**config.mk**
```make
export PLATFORM = sky130hd
export DESIGN_NAME = pipeline_hazard_ctrl_flat
export DESIGN_NICKNAME = d
export VERILOG_FILES = /design/src/rtl/pipeline_hazard_ctrl_pkg.sv /design/src/rtl/pipeline_hazard_ctrl_if.sv /design/src/rtl/pipeline_hazard_ctrl_sat_counter.sv /design/src/rtl/pipeline_hazard_ctrl.sv /design/src/flat_wrapper.sv
export SDC_FILE = /design/constraint.sdc
export NUM_CORES = 1
export LEC_CHECK = 0
export BUFFER_PORTS_ARGS = -buffer_cell sky130_fd_sc_hd__buf_2
export CAP_MARGIN = 10
export CORE_UTILIZATION = 31
export DETAILED_ROUTE_END_ITERATION = 12
export PLACE_DENSITY = 0.65
export SETUP_SLACK_MARGIN = 0.2
export SLEW_MARGIN = 20
export SYNTH_ARGS = -nofsm -noshare
export SYNTH_HDL_FRONTEND = slang
export SYNTH_SLANG_ARGS = --single-unit
```
**constraint.sdc**
```tcl
create_clock -name clk -period 2.85 [get_ports clk]
set_clock_uncertainty 0.2 [all_clocks]
set_input_delay 0.57 -clock clk [delete_from_list [all_inputs] [get_ports clk]]
set_output_delay 0.57 -clock clk [all_outputs]
set_load 0.05 [all_outputs]
```
**src/rtl/pipeline_hazard_ctrl_pkg.sv**
```systemverilog
`default_nettype none
// ============================================================================
//  Module      : pipeline_hazard_ctrl_pkg
//  Description : Shared types and constants for the pipeline stall/flush
//                sequencer.
//  Revision    : 1.0 - initial release
// ============================================================================
package pipeline_hazard_ctrl_pkg;

    typedef enum logic [1:0] {
        ST_RUN      = 2'd0,
        ST_MD_BUSY  = 2'd1,
        ST_MEM_WAIT = 2'd2
    } hz_state_e;

    typedef struct packed {
        logic pc_en;
        logic ifid_en;
        logic idex_en;
        logic exmem_en;
        logic memwb_en;
        logic ifid_flush;
        logic idex_flush;
        logic exmem_flush;
    } pipe_ctrl_t;

    localparam logic [4:0] c_x0_addr = 5'd0;

    localparam pipe_ctrl_t c_ctrl_run = '{pc_en: 1'b1, ifid_en: 1'b1, idex_en: 1'b1,
                                          exmem_en: 1'b1, memwb_en: 1'b1,
                                          ifid_flush: 1'b0, idex_flush: 1'b0,
                                          exmem_flush: 1'b0};

    localparam pipe_ctrl_t c_ctrl_freeze = '{default: 1'b0};

    // Front end frozen while the mul/div op sits in ID/EX; bubbles flow into EX/MEM.
    localparam pipe_ctrl_t c_ctrl_md_hold = '{pc_en: 1'b0, ifid_en: 1'b0, idex_en: 1'b0,
                                              exmem_en: 1'b1, memwb_en: 1'b1,
                                              ifid_flush: 1'b0, idex_flush: 1'b0,
                                              exmem_flush: 1'b1};

endpackage : pipeline_hazard_ctrl_pkg
`default_nettype wire

```
**src/rtl/pipeline_hazard_ctrl_if.sv**
```systemverilog
`default_nettype none
// ============================================================================
//  Module      : pipeline_hazard_ctrl_if
//  Description : Hazard status inputs and pipeline register controls.
//  Revision    : 1.0 - initial release
// ============================================================================
interface pipeline_hazard_ctrl_if;

    logic [4:0] id_rs1_addr;
    logic [4:0] id_rs2_addr;
    logic       id_rs1_used;
    logic       id_rs2_used;
    logic [4:0] ex_rd_addr;
    logic       ex_mem_read;
    logic       ex_branch_taken;
    logic       ex_md_valid;
    logic       md_done;
    logic       im_wait;
    logic       dm_wait;

    logic       pc_en;
    logic       ifid_en;
    logic       idex_en;
    logic       exmem_en;
    logic       memwb_en;
    logic       ifid_flush;
    logic       idex_flush;
    logic       exmem_flush;
    logic       md_start;

    modport master (
        output id_rs1_addr, id_rs2_addr, id_rs1_used, id_rs2_used, ex_rd_addr,
               ex_mem_read, ex_branch_taken, ex_md_valid, md_done, im_wait, dm_wait,
        input  pc_en, ifid_en, idex_en, exmem_en, memwb_en,
               ifid_flush, idex_flush, exmem_flush, md_start
    );

    modport slave (
        input  id_rs1_addr, id_rs2_addr, id_rs1_used, id_rs2_used, ex_rd_addr,
               ex_mem_read, ex_branch_taken, ex_md_valid, md_done, im_wait, dm_wait,
        output pc_en, ifid_en, idex_en, exmem_en, memwb_en,
               ifid_flush, idex_flush, exmem_flush, md_start
    );

endinterface : pipeline_hazard_ctrl_if
`default_nettype wire

```
**src/rtl/pipeline_hazard_ctrl_sat_counter.sv**
```systemverilog
`default_nettype none
// ============================================================================
//  Module      : hazard_sat_counter
//  Description : Saturating event counter, holds at all-ones.
//  Revision    : 1.0 - initial release
// ============================================================================
module hazard_sat_counter #(
    parameter int WIDTH = 32
) (
    input  wire logic             clk,
    input  wire logic             rst_n,
    input  wire logic             i_inc,
    output logic [WIDTH-1:0]      o_count
);

    logic [WIDTH-1:0] r_count;

    always_ff @(posedge clk or negedge rst_n) begin
        if (!rst_n) begin
            r_count <= '0;
        end else if (i_inc && (r_count != '1)) begin
            r_count <= r_count + 1'b1;
        end
    end

    assign o_count = r_count;

endmodule : hazard_sat_counter
`default_nettype wire

```
**src/rtl/pipeline_hazard_ctrl.sv**
```systemverilog
`default_nettype none
// ============================================================================
//  Module      : pipeline_hazard_ctrl
//  Description : Stall/flush sequencer for the 5-stage RV32 pipeline with
//                saturating stall/flush performance counters.
//  Revision    : 1.0 - initial release
// ============================================================================
module pipeline_hazard_ctrl
    import pipeline_hazard_ctrl_pkg::*;
#(
    parameter int CNT_W = 32
) (
    input  wire logic               clk,
    input  wire logic               rst_n,
    pipeline_hazard_ctrl_if.slave   hz,
    output logic [CNT_W-1:0]        stall_cnt,
    output logic [CNT_W-1:0]        flush_cnt
);

    hz_state_e  r_state;
    hz_state_e  w_state_nxt;
    logic       r_md_done_q;
    logic       w_md_done_q_nxt;
    pipe_ctrl_t w_ctrl;
    logic       w_md_start;
    logic       w_mem_wait;
    logic       w_load_use;

    assign w_mem_wait = hz.im_wait | hz.dm_wait;

    assign w_load_use = hz.ex_mem_read && (hz.ex_rd_addr != c_x0_addr) &&
                        ((hz.id_rs1_used && (hz.id_rs1_addr == hz.ex_rd_addr)) ||
                         (hz.id_rs2_used && (hz.id_rs2_addr == hz.ex_rd_addr)));

    always_ff @(posedge clk or negedge rst_n) begin
        if (!rst_n) begin
            r_state     <= ST_RUN;
            r_md_done_q <= 1'b0;
        end else begin
            r_state     <= w_state_nxt;
            r_md_done_q <= w_md_done_q_nxt;
        end
    end

    always_comb begin
        w_ctrl          = c_ctrl_run;
        w_md_start      = 1'b0;
        w_state_nxt     = r_state;
        w_md_done_q_nxt = r_md_done_q;

        case (r_state)
            ST_MD_BUSY: begin
                if (w_mem_wait) begin
                    // A completion pulse during a memory wait must not be lost.
                    w_ctrl          = c_ctrl_freeze;
                    w_md_done_q_nxt = r_md_done_q | hz.md_done;
                end else if (hz.md_done || r_md_done_q) begin
                    w_md_done_q_nxt = 1'b0;
                    w_state_nxt     = ST_RUN;
                end else begin
                    w_ctrl = c_ctrl_md_hold;
                end
            end

            default: begin
                // MEM_WAIT resumes with the RUN decision since ID/EX were frozen.
                w_state_nxt = ST_RUN;
                if (w_mem_wait) begin
                    w_ctrl      = c_ctrl_freeze;
                    w_state_nxt = ST_MEM_WAIT;
                end else if (hz.ex_md_valid) begin
                    w_ctrl      = c_ctrl_md_hold;
                    w_md_start  = 1'b1;
                    w_state_nxt = ST_MD_BUSY;
                end else if (hz.ex_branch_taken) begin
                    w_ctrl.ifid_flush = 1'b1;
                    w_ctrl.idex_flush = 1'b1;
                end else if (w_load_use) begin
                    w_ctrl.pc_en      = 1'b0;
                    w_ctrl.ifid_en    = 1'b0;
                    w_ctrl.idex_flush = 1'b1;
                end
            end
        endcase
    end

    assign hz.pc_en       = rst_n & w_ctrl.pc_en;
    assign hz.ifid_en     = rst_n & w_ctrl.ifid_en;
    assign hz.idex_en     = rst_n & w_ctrl.idex_en;
    assign hz.exmem_en    = rst_n & w_ctrl.exmem_en;
    assign hz.memwb_en    = rst_n & w_ctrl.memwb_en;
    assign hz.ifid_flush  = rst_n & w_ctrl.ifid_flush;
    assign hz.idex_flush  = rst_n & w_ctrl.idex_flush;
    assign hz.exmem_flush = rst_n & w_ctrl.exmem_flush;
    assign hz.md_start    = rst_n & w_md_start;

    hazard_sat_counter #(
        .WIDTH   (CNT_W)
    ) u_stall_cnt (
        .clk     (clk),
        .rst_n   (rst_n),
        .i_inc   (~w_ctrl.pc_en),
        .o_count (stall_cnt)
    );

    hazard_sat_counter #(
        .WIDTH   (CNT_W)
    ) u_flush_cnt (
        .clk     (clk),
        .rst_n   (rst_n),
        .i_inc   (w_ctrl.ifid_flush),
        .o_count (flush_cnt)
    );

endmodule : pipeline_hazard_ctrl
`default_nettype wire
```
**src/flat_wrapper.sv**
```systemverilog
// flat-port wrapper written by rule: the top's interface ports become plain ports
module pipeline_hazard_ctrl_flat import pipeline_hazard_ctrl_pkg::*;
#(
    parameter int CNT_W = 32
)
  (clk, rst_n, stall_cnt, flush_cnt, hz_id_rs1_addr, hz_id_rs2_addr, hz_id_rs1_used, hz_id_rs2_used, hz_ex_rd_addr, hz_ex_mem_read, hz_ex_branch_taken, hz_ex_md_valid, hz_md_done, hz_im_wait, hz_dm_wait, hz_pc_en, hz_ifid_en, hz_idex_en, hz_exmem_en, hz_memwb_en, hz_ifid_flush, hz_idex_flush, hz_exmem_flush, hz_md_start);
  pipeline_hazard_ctrl_if hz_i ();
  input  wire logic clk;
  input  wire logic rst_n;
  output logic [CNT_W-1:0] stall_cnt;
  output logic [CNT_W-1:0] flush_cnt;
  input wire logic [$bits(hz_i.id_rs1_addr)-1:0] hz_id_rs1_addr;
  input wire logic [$bits(hz_i.id_rs2_addr)-1:0] hz_id_rs2_addr;
  input wire logic [$bits(hz_i.id_rs1_used)-1:0] hz_id_rs1_used;
  input wire logic [$bits(hz_i.id_rs2_used)-1:0] hz_id_rs2_used;
  input wire logic [$bits(hz_i.ex_rd_addr)-1:0] hz_ex_rd_addr;
  input wire logic [$bits(hz_i.ex_mem_read)-1:0] hz_ex_mem_read;
  input wire logic [$bits(hz_i.ex_branch_taken)-1:0] hz_ex_branch_taken;
  input wire logic [$bits(hz_i.ex_md_valid)-1:0] hz_ex_md_valid;
  input wire logic [$bits(hz_i.md_done)-1:0] hz_md_done;
  input wire logic [$bits(hz_i.im_wait)-1:0] hz_im_wait;
  input wire logic [$bits(hz_i.dm_wait)-1:0] hz_dm_wait;
  output wire logic [$bits(hz_i.pc_en)-1:0] hz_pc_en;
  output wire logic [$bits(hz_i.ifid_en)-1:0] hz_ifid_en;
  output wire logic [$bits(hz_i.idex_en)-1:0] hz_idex_en;
  output wire logic [$bits(hz_i.exmem_en)-1:0] hz_exmem_en;
  output wire logic [$bits(hz_i.memwb_en)-1:0] hz_memwb_en;
  output wire logic [$bits(hz_i.ifid_flush)-1:0] hz_ifid_flush;
  output wire logic [$bits(hz_i.idex_flush)-1:0] hz_idex_flush;
  output wire logic [$bits(hz_i.exmem_flush)-1:0] hz_exmem_flush;
  output wire logic [$bits(hz_i.md_start)-1:0] hz_md_start;
  assign hz_i.id_rs1_addr = hz_id_rs1_addr;
  assign hz_i.id_rs2_addr = hz_id_rs2_addr;
  assign hz_i.id_rs1_used = hz_id_rs1_used;
  assign hz_i.id_rs2_used = hz_id_rs2_used;
  assign hz_i.ex_rd_addr = hz_ex_rd_addr;
  assign hz_i.ex_mem_read = hz_ex_mem_read;
  assign hz_i.ex_branch_taken = hz_ex_branch_taken;
  assign hz_i.ex_md_valid = hz_ex_md_valid;
  assign hz_i.md_done = hz_md_done;
  assign hz_i.im_wait = hz_im_wait;
  assign hz_i.dm_wait = hz_dm_wait;
  assign hz_pc_en = hz_i.pc_en;
  assign hz_ifid_en = hz_i.ifid_en;
  assign hz_idex_en = hz_i.idex_en;
  assign hz_exmem_en = hz_i.exmem_en;
  assign hz_memwb_en = hz_i.memwb_en;
  assign hz_ifid_flush = hz_i.ifid_flush;
  assign hz_idex_flush = hz_i.idex_flush;
  assign hz_exmem_flush = hz_i.exmem_flush;
  assign hz_md_start = hz_i.md_start;
  pipeline_hazard_ctrl #(.CNT_W(CNT_W)) u_core (.clk(clk), .rst_n(rst_n), .hz(hz_i), .stall_cnt(stall_cnt), .flush_cnt(flush_cnt));
endmodule
```
==> results.md <==
* Clock buffer depth at 2
* Synth Area in Simple Gates at 24.7%
* Root Driver: clkbuf_8
* Worst-skew pair later-pin latency at 340 ps
* Site Rows at 37
* GRT Total Usage at 14.3%
* Die area at 0.0111 mm^2
* Fin crit period at 2670 ps
* Fin nets at 460
* Pre-CTS setup slack at 46.7 ps
* Leakage at 2.11 nW
* VDD IR max at 0.529 mV
* Setup violations, final at 0
* First-pass GRT wire length at 12600 um
* Synth top area share at 50.7%
* CP endpoint kind: primary output
* # DRC at 0
* Final worst-path cycle share at 93.8%
* R2R cell count at 6
* PD cells at 596 mW/mm^2
* Area Overhead vs Synth at 29.8%
* Clock tree sinks at 67
* Vias at 2760
* Routed wire length at 7580 um
* Largest family of logic cells by synthesized area: simple AND/OR/NAND/NOR gates
* Placer Congestion at 0.776
* Synth Area in Compound Gates at 2.50%
* Initial DRC Count at 102
* Post-synthesis async set-or-reset flop share at 100%
* CP max stage cell: or4_4
* CP Cell Sequence: buf_8 -> or4_4 -> o21a_1 -> nor3b_4 -> a21boi_4 -> buf_6
* Clock transition at path regs at 70 ps
* Die height at 105 um
* Max incr delay on CP at 510 ps
* Top-count cell post-synth: dfrtp_1
* PortBufs at 97
* Post-Synth Adder-Cell Area at 0.757%
* Top_reg_cell synth: dfrtp_1
* Non-Filler Instances at 573
* Mapped Area at 0.00331 mm^2
* Antenna diode count at 0
* Setup TNS at 0 ps
* Arr. time, crit path at 1900 ps
* Number of flops mapped to enable cells by yosys at 0
* CP Max Fanout at 3
* Layout cell share with drive strength beyond 1 at 31.1%
* Num CTS Buffers at 9
* Synth Area in XOR/XNOR at 19.1%
* Final Hold Fails at 0
* Largest net degree at the start of global routing at 68
* Total core area at 0.0103 mm^2
* Yosys reg bits at 67
* Register area share after synthesis at 50.7%
* Synth Instances at 321
* Die Width at 105 um
* Distinct cell type count after synthesis at 38
* Avg Cell Area, Syn at 10.3 um^2
* Worst Hold Class: in2async
* Vias in the first global route at 2602
* Initial antenna violation count at 0
* Slew Limit Fails at 0
* Highest clock rate at 374 MHz
* Required @ worst endpoint at 2080 ps
* Mux contribution to synthesized area at 0.643%
* RSZ-0062 raised after global routing: true
* Post-Syn Nets at 348
* Initial Util at 32.0%
* FILL cells at 1022
* Num ports at 98
* Dpl hpwl at 5510 um
* CP Launch Type: input pin
* Hold_buf cts at 0
* Slack of the critical path at 178 ps
* Dpl cells at 554
* Worst-Margin Slew at 847 ps
* Top cell type by total area after synthesis: dfrtp_1
* Router iterations before antenna repair at 4
* GRT overflow at 0
* Synthesis Warnings at 0
* TritonCTS clock tree: built
* Worst setup path class: in2out
* Top post-synthesis cells by count: dfrtp_1, xnor2_1, nand2_1, nor2_1, nand3_1
* Post-DR wirelength/cell at 13.2 um
* Status: finished, final reports clean
* Rel. slew slack at 43.5%
* Top cells by area, synth: dfrtp_1, xnor2_1, xor2_1
* Number of vias per cell at 4.82
* Htree depth at 3
* Post-route ant nets at 0
* Max-Cap Viols at 0
* Fin Hold WS at 246 ps
flip-flops by register name, summed over array words and instances (netlist names):
register / flops
u_core.r_state: 2
u_core.u_flush_cnt.o_count: 32
u_core.r_md_done_q: 1
u_core.u_stall_cnt.o_count: 32
metrics by stage:
step,total power [mW],instance area (um^2),utilization [%]
after CTS,2.59,4240,41.1
after global routing,2.69,4290,41.6
after floorplan,1.59,3330,-
after detailed placement,1.78,3990,38.7
after global placement,1.77,3990,38.7
final,2.56,4290,41.6
logic make-up (layout without fill, tap and decap cells):
family | after synthesis | count (layout)
compound gates | 12 | 12
xor+xnor | 72 | 72
fa+ha+maj | 2 | 2
buf+inv | 10 | 126
flops | 67 | 67
mux | 2 | 2
simple gates | 156 | 156
cell type report:
cell class / count / area (um^2) / share of cell area, %
repair buffers: 107 / 598 / 13.9
well taps: 136 / 170 / 3.96
inverters: 4 / 18.8 / 0.437
multi-input cells: 244 / 1640 / 38.1
flip-flops and latches: 67 / 1680 / 39.1
clock buffers: 13 / 159 / 3.70
clock inverters: 2 / 35.0 / 0.816
path summary, 6_finish.rpt:
| path | start | to | slack (ps) |
|---|---|---|---|
| max in group asynchronous | rst_n | u_core.u_stall_cnt.o_count[3] | 1610 |
| worst min-delay path | rst_n | u_core.u_flush_cnt.o_count[4] | 250 |
| min in group clk | u_core.u_stall_cnt.o_count[16] | u_core.u_stall_cnt.o_count[16] | 290 |
| worst min register to register | u_core.u_stall_cnt.o_count[16] | u_core.u_stall_cnt.o_count[16] | 290 |
| worst max-delay path | hz_ex_rd_addr[3] | hz_pc_en | 180 |
| worst max register to register | u_core.u_flush_cnt.o_count[7] | u_core.u_flush_cnt.o_count[1] | 410 |
cell usage in the layout (no fill, tap or decap), types with 2 or more instances in the layout:
cell / n
a21oi_1: 4
and2_1: 5
and3_1: 7
and4_1: 7
buf_2: 91
buf_4: 11
buf_6: 2
buf_8: 2
clkbuf_1: 2
clkbuf_8: 11
dfrtp_1: 67
ha_1: 2
inv_1: 3
nand2_1: 35
nand2b_1: 3
nand3_1: 25
nand4_1: 22
nor2_1: 30
nor3_1: 7
nor4_1: 3
o21a_1: 2
o21ai_0: 2
xnor2_1: 50
xor2_1: 22
critical path: cells and delay by family:
family / cells / cell delay, ps
AND/OR/NAND/NOR: 2 / 670
AO/OA/AOI/OAI: 2 / 370
buffers and inverters: 2 / 280
per-layer routing:
metal,part of all wire [%],track usage [%],up-vias
li1,-,-,1329
met1,48,19.4,1344
met2,45,21.7,78
met3,5.9,3.90,9
met4,1.2,5.13,0
met5,0,0,-
power breakdown:
| group | internal (mW) | total (mW) | switching [mW] |
|---|---|---|---|
| clock | 0.447 | 0.793 | 0.346 |
| sequential | 1.03 | 1.15 | 0.111 |
| combinational | 0.177 | 0.621 | 0.444 |
| total | 1.66 | 2.56 | 0.901 |
what timing repair did:
item                       4_1_cts  5_1_grt
gates cloned                     0        0
pin swaps                        3        3
resized for setup               12        9
setup buffers                    2        2
setup endpoints to repair        2       12
(Power assumes the default switching activity.)
